### src/rtl/mux_pkg.sv
// Shared types and helpers for the pipelined N:1 multiplexer tree.
// Stage records are sized for the largest legal configuration.
package mux_pkg;

   localparam int unsigned N_IN_MAX  = 64;
   localparam int unsigned W_MAX     = 64;
   localparam int unsigned SEL_W_MAX = 6;

   function automatic int unsigned clog2(input int unsigned n);
      int unsigned r;
      r = 0;
      while ((32'd1 << r) < n) begin
         r++;
      end
      return r;
   endfunction

   typedef struct packed {
      logic                 valid;
      logic [SEL_W_MAX-1:0] sel_rem;
      logic [SEL_W_MAX-1:0] sel_orig;
      logic                 err;
   } stage_t;

endpackage

### src/rtl/mux_2x1_w.sv
// W-bit 2:1 combinational mux cell used at every node of the selection tree.
module mux_2x1_w #(
   parameter int unsigned W = 8
) (
   input  logic [W-1:0] i0_i,
   input  logic [W-1:0] i1_i,
   input  logic         s0_i,
   output logic [W-1:0] y_o
);

   assign y_o = s0_i ? i1_i : i0_i;

endmodule

### src/rtl/mux_nx1_pipe.sv
// Pipelined N:1 mux tree, one register stage per level, valid/ready with backpressure.
// Optional out-of-range select flagging is built when MUX_NX1_PIPE_SEL_CHECK_EN is defined.
module mux_nx1_pipe
   import mux_pkg::*;
#(
   parameter int unsigned N_IN = 8,
   parameter int unsigned W    = 8,
   localparam int unsigned SEL_W = clog2(N_IN)
) (
   input  logic              clk,
   input  logic              rst_n,
   input  logic              in_valid,
   output logic              in_ready,
   input  logic [N_IN*W-1:0] in_data,
   input  logic [SEL_W-1:0]  in_sel,
   output logic              out_valid,
   input  logic              out_ready,
   output logic [W-1:0]      out_data,
   output logic [SEL_W-1:0]  out_sel,
   output logic              sel_err
);

   localparam int unsigned Leaves = 1 << SEL_W;

   logic                  adv;
   logic                  sel_oor;
   logic [Leaves-1:0][W-1:0] leaves;

   // The whole pipe moves in lockstep whenever the output slot is free or retiring.
   assign adv      = !out_valid || out_ready;
   assign in_ready = adv;

   always_comb begin
      leaves = '0;
      for (int i = 0; i < N_IN; i++) begin
         leaves[i] = in_data[i*W +: W];
      end
   end

`ifdef MUX_NX1_PIPE_SEL_CHECK_EN
   assign sel_oor = 32'(in_sel) >= N_IN;
`else
   assign sel_oor = 1'b0;
`endif

   for (genvar k = 0; k < SEL_W; k++) begin : g_lvl
      localparam int unsigned NOut = Leaves >> (k + 1);

      logic [2*NOut-1:0][W-1:0] lvl_in;
      logic [NOut-1:0][W-1:0]   mux_out;
      logic [NOut-1:0][W-1:0]   data_q;
      stage_t                   src;
      stage_t                   st_d;
      stage_t                   st_q;

      if (k == 0) begin : g_head
         assign lvl_in = leaves;
         always_comb begin
            src          = '0;
            src.valid    = in_valid && adv;
            src.sel_rem  = SEL_W_MAX'(in_sel);
            src.sel_orig = SEL_W_MAX'(in_sel);
            src.err      = sel_oor;
         end
      end else begin : g_body
         assign lvl_in = g_lvl[k-1].data_q;
         assign src    = g_lvl[k-1].st_q;
      end

      for (genvar j = 0; j < NOut; j++) begin : g_cell
         mux_2x1_w #(
            .W(W)
         ) u_cell (
            .i0_i(lvl_in[2*j]),
            .i1_i(lvl_in[2*j+1]),
            .s0_i(src.sel_rem[0]),
            .y_o (mux_out[j])
         );
      end

      // Each level consumes the LSB of the remaining select.
      always_comb begin
         st_d         = src;
         st_d.sel_rem = src.sel_rem >> 1;
      end

      always_ff @(posedge clk) begin
         if (!rst_n) begin
            st_q   <= '0;
            data_q <= '0;
         end else if (adv) begin
            st_q   <= st_d;
            data_q <= mux_out;
         end
      end
   end

   logic unused_last;
   assign unused_last = ^g_lvl[SEL_W-1].st_q;

   assign out_valid = g_lvl[SEL_W-1].st_q.valid;
   assign out_sel   = g_lvl[SEL_W-1].st_q.sel_orig[SEL_W-1:0];

`ifdef MUX_NX1_PIPE_SEL_CHECK_EN
   assign sel_err  = g_lvl[SEL_W-1].st_q.err;
   assign out_data = g_lvl[SEL_W-1].st_q.err ? '0 : g_lvl[SEL_W-1].data_q[0];
`else
   assign sel_err  = 1'b0;
   assign out_data = g_lvl[SEL_W-1].data_q[0];
`endif

endmodule

### config.mk
export PLATFORM = sky130hd
export DESIGN_NAME = mux_nx1_pipe
export DESIGN_NICKNAME = d
export VERILOG_FILES = /design/src/rtl/mux_pkg.sv /design/src/rtl/mux_2x1_w.sv /design/src/rtl/mux_nx1_pipe.sv
export SDC_FILE = /design/constraint.sdc
export NUM_CORES = 1
export LEC_CHECK = 0
export CORE_MARGIN = 3
export CORE_UTILIZATION = 42
export DETAILED_ROUTE_END_ITERATION = 6
export PLACE_DENSITY = 0.75
export SLEW_MARGIN = 15
export SYNTH_ARGS = -nofsm -noshare
export SYNTH_HDL_FRONTEND = slang
export SYNTH_SLANG_ARGS = --single-unit
### constraint.sdc
create_clock -name clk -period 1 [get_ports clk]
set_input_delay 0.2 -clock clk [delete_from_list [all_inputs] [get_ports clk]]
set_output_delay 0.2 -clock clk [all_outputs]
set_load 0.02 [all_outputs]
# After elaboration in Yosys (flattened, before gate mapping)
# Index checks and enable logic that the tools add are counted.
# classes
n_reduce_logical	3
mux	7
# ops
cell	count
2-to-1 mux 8 bit	7
logical AND 1 bit	1
zero test 1 bit	1
logical OR 1 bit	1
# word_totals
regBits	71
out_inout_bits	14
elab_cells	25

# Logic depth before layout (Yosys ltp)
# depth
ltp_word	3
depth_mapped	6
depth_no_buf	4

# Cells and area by module
# A second synthesis with hierarchy kept.
# hier_totals
hier_cells	352
area_unflattened_um2	3606.0
# by_module_without_submodules
module	cells_each	seq_area_each_um2	area_per_inst_um2	instances
mux_nx1_pipe	289	1361.3	2686.3	1
mux_2x1_w	9	0.0	131.4	7

# Worst setup path after synthesis
# Ideal clock, no wire load.
# synth_path
kind	reg-to-reg
start	register g_lvl[2].st_q, in the netlist out_valid
end	register g_lvl[0].data_q[21] (netlist bit)
setup_slack_ns	-0.229
arrival_time_ns	1.110
required_ns	0.881
stages_incl_launch_ff	7
setup_time_ns	0.119
cell_sequence	dfxtp_1 nor2b_4 inv_4 buf_6 buf_6 o21ai_1 a21oi_1
# synth_between
elab_chain_cells	2
# synth_rtl
element	line	source
start: declaration	mux_nx1_pipe.sv:54	stage_t st_q;
start signal: assignment	mux_nx1_pipe.sv:92	st_q <= st_d;
zero test 1 bit	mux_nx1_pipe.sv:30	assign adv = !out_valid || out_ready;
logical OR 1 bit	mux_nx1_pipe.sv:30	
end signal: assignment	mux_nx1_pipe.sv:93	data_q <= mux_out;
end: declaration	mux_nx1_pipe.sv:51	logic [NOut-1:0][W-1:0] data_q;
# Every way passes these cells.
# A chain may end at the register's enable or synchronous reset.

# Final worst setup path
# layout_path
start	register g_lvl[2].st_q, in the netlist out_valid
end	output port in_ready
# layout_between
elab_chain_cells	2
# layout_rtl
element	line	source
zero test 1 bit	mux_nx1_pipe.sv:30	
logical OR 1 bit	mux_nx1_pipe.sv:30	
end: declaration	mux_nx1_pipe.sv:13	output logic in_ready,
# Every way passes these cells.

==> flow_summary_export.csv <==
group,metric,value,unit
sta,setup_viol_count_final,71,
yosys,avgSynthCellArea,9.533,µm²
placed_design,dpl_cell_area,3840,µm²
die,row_count,29,
layout,fin_area,4327,µm²
run,cap_violations,0,
placed_design,gp_congestion,0.7073,
die,start_util,44.33,%
yosys,yosys.area_share.adder,0,%
power_and_ir_drop,vdd_drop_max,795.1,µV
layout,area.sequential,1379,µm²
power_and_ir_drop,p_sw,1.514,mW
placed_design,hpwl,4.427,mm
power_and_ir_drop,p_comb_share,15.9,%
global_routing,gr-total-overflow,0,
sta,finalHoldViolCount,0,
clocking,cts_tree,"done",
clocking,cts_hold_buffers,0,
worst_setup_path,slowest_delay,0.34,ns
yosys,yosys-top-cells-area,"dfxtp_1 (47%), mux2i_1 (19%), a21oi_1 (9.7%), o21ai_0 (8.7%), buf_6 (3.1%)",
sta,clock.fmax,821.5,MHz
drt,final_antenna_net_count,0,
power_and_ir_drop,p_leak,1.742,nW
die,dieArea,7885,µm²
worst_setup_path,crit_arrival,1.02,ns
layout,fin_cells,472,
power_and_ir_drop,pwr-share-clk,36.2,%
global_routing,grt_pass1_wl,10.98,mm
clocking,cts.path.max_buffers,2,
yosys,syn-num-nets,373,
layout,layout-drive-gt1-share,24.56,%
power_and_ir_drop,internal_power,4.774,mW
drt,drc,0,
yosys,synth-simple-area-share,3.346,%
worst_setup_path,end_kind,"output port",
layout,utilization,66.62,%
power_and_ir_drop,powerDensity,1453,nW/µm²
yosys,ys_seq_elements,68,
sta,finalWorstSetupSlack,-0.2173,ns
drt,drt_iter0_drc,122,
hold_path,hold_class,"input port to flop",
yosys,synth_top_area_share,47.28,%
worst_setup_path,crit_type,"flop to output port",
sta,period_minus_slack,1.217,ns
layout,nFillCells,511,
run_status,violations,"negative setup slack",
die,die_x,88.80,µm
layout,area_growth,50.28,%
yosys,synth_mux_area_share,19.47,%
clocking,ctsHtreeMaxLevel,3,
power_and_ir_drop,p_total,6.288,mW
layout,fin_nets,461,
layout,n_antenna_cell,0,
sta,drv_slew,0,
yosys,synth_top_family_by_area,"compound AO/OA/AOI/OAI gates",
worst_setup_path,crit_fanout,2,
worst_setup_path,cp_slowest_cell,"dfxtp_4",
run_status,status,"complete, but fails checks",
yosys,synth_area_leader_cell,"dfxtp_1",
yosys,syn_area,2879,µm²
power_and_ir_drop,swShare,24.08,%
drt,firstDrtPassIters,4,
worst_setup_path,crit_buf_inv,2,
placed_design,place_ws,-0.5917,ns
yosys,synth_cell_types,16,
drt,vias_per_cell,5.189,
die,ios,85,
yosys,synthXorXnorAreaFrac,0,%
yosys,postSynthCellCount,302,
global_routing,grtUsageTotal,18.00,%
power_and_ir_drop,seqPwrFrac,48.0,%
worst_setup_path,critPathRequiredTime,0.80,ns
yosys,synth_compound_area_share,22.60,%
sta,fin_worst_skew,0.006064,ns
worst_setup_path,critPathLaunchType,"flop",
clocking,cts_sinks,68,
yosys,yosys_warnings,0,
global_routing,grt_pass1_vias,2310,
sta,fin_crit_sh,121.7,%
worst_setup_path,cp_cell_sequence,"nor2b_4, inv_4, buf_6",
yosys,yosysSeqAreaShare,47.28,%
global_routing,grt_max_degree,34,
die,coreArea,6495,µm²
placed_design,dp.cells,448,
drt,wirelength,7.213,mm
worst_setup_path,cp_top_family,"flip-flops",
clocking,cts_root_buf,"clkbuf_8",
placed_design,port_buffers,83,
clocking,numCtsBuffers,9,
drt,vias,2449,
clocking,clk_latency,0.33,ns
global_routing,antenna_found_initial,0,
drt,wl_per_cell,15.28,µm
die,fp.dieH,88.80,µm
sta,rsz0062_at_grt,"yes",
clocking,clk_pin_slew_worst_paths,0.07,ns
layout,multi_input_area,1424,µm²
## path summary, 6_finish.rpt
kind / from / to / cells after the start / slack (ns)
max: out_valid / in_ready / 3 / -0.22
min: rst_n / out_valid / 3 / 0.31
max reg2reg: out_valid / g_lvl[1].data_q[13] / 5 / -0.22
min reg2reg: out_sel[1] / out_sel[1] / 2 / 0.46
## state kept, by name, indices dropped and copies added, names as in the netlist
| signal | flops |
|---|---|
| g_lvl.data_q | 48 |
| out_valid | 1 |
| g_lvl.st_q | 8 |
| out_data | 8 |
| out_sel | 3 |
## layout by cell type (no fill, tap or decap), drive strengths merged
master         netlist  layout
nand2               22      22
clkdlybuf4s50        0      68
o21ai               56      56
bufbuf               0       1
o21a                 1       1
dfxtp               68      68
mux2i               56      56
clkinv               0       2
inv                  1       1
nor2b                1       1
a21boi              11      11
clkbuf               9      14
bufinv               0       1
conb                 1       1
clkinvlp             0       1
a21oi               56      56
buf                 20      35
## cell type report
class / instances / share of cell area (%)
Timing Repair Buffer: 106 / 28.17
Sequential cell: 68 / 31.87
Clock buffer: 12 / 3.586
Tap cell: 77 / 2.227
Clock inverter: 4 / 1.099
Inverter: 1 / 0.1446
Multi-Input combinational cell: 204 / 32.91
## worst reg2reg max path: cells and delay by family, from the launching register on
| family | cells | cell delay [ns] |
|---|---|---|
| AOI/OAI and AO/OA | 1 | 0.13 |
| buffers and inverters | 3 | 0.50 |
| and+or+nand+nor | 1 | 0.17 |
| DFF | 1 | 0.34 |
## kinds of logic (layout without fill, tap and decap cells)
kind of cell,after synthesis,in the layout
compound gates,124,124
flops,68,68
mux,56,56
buf+inv,30,123
simple gates,23,23
other cells,1,1
## layer usage
metal	vias up	share of wire, %	routed length, µm	track usage, %
met2	70	48	3428	28.14
li1	1249	-	-	-
met1	1121	44	3199	23.37
met3	9	6.5	471	6.704
met4	0	1.6	113	4.945
met5	-	0	0	0
## per-stage QoR
stage	TNS, ns	hold WS, ns
after CTS	-11.04	0.2856
after global placement	-33.51	0.4467
after global routing	-15.79	0.3129
final	-11.75	0.3116
after floorplan	-3.683	0.3473
after detailed placement	-34.85	0.4531
## Yosys cell counts
master / instances
buf_4: 6
dfxtp_1: 68
nor2b_4: 1
o21ai_1: 6
nand2_1: 22
a21oi_1: 56
inv_4: 1
mux2i_1: 56
o21a_1: 1
clkbuf_2: 1
a21boi_0: 11
buf_2: 6
buf_6: 8
o21ai_0: 50
clkbuf_1: 8
conb_1: 1
## power by group through the flow
stage               Sequential, mW  Clock [mW]  Combinational (mW)
finish                        3.02        2.27               0.999
global route                  3.04        2.45                1.09
CTS                           3.00        2.31               0.946
detailed placement            3.04           0               0.902
global placement              3.04           0               0.884
floorplan                     3.04           0               0.439
## repair_timing
action	in CTS	in global routing
pin swaps	0	0
resized for setup	133	35
endpoints found under the hold margin	0	0
gates cloned	2	2
endpoints found under the setup margin	80	81
buffers inserted	1	3
Power figures use the tool's default switching activity.
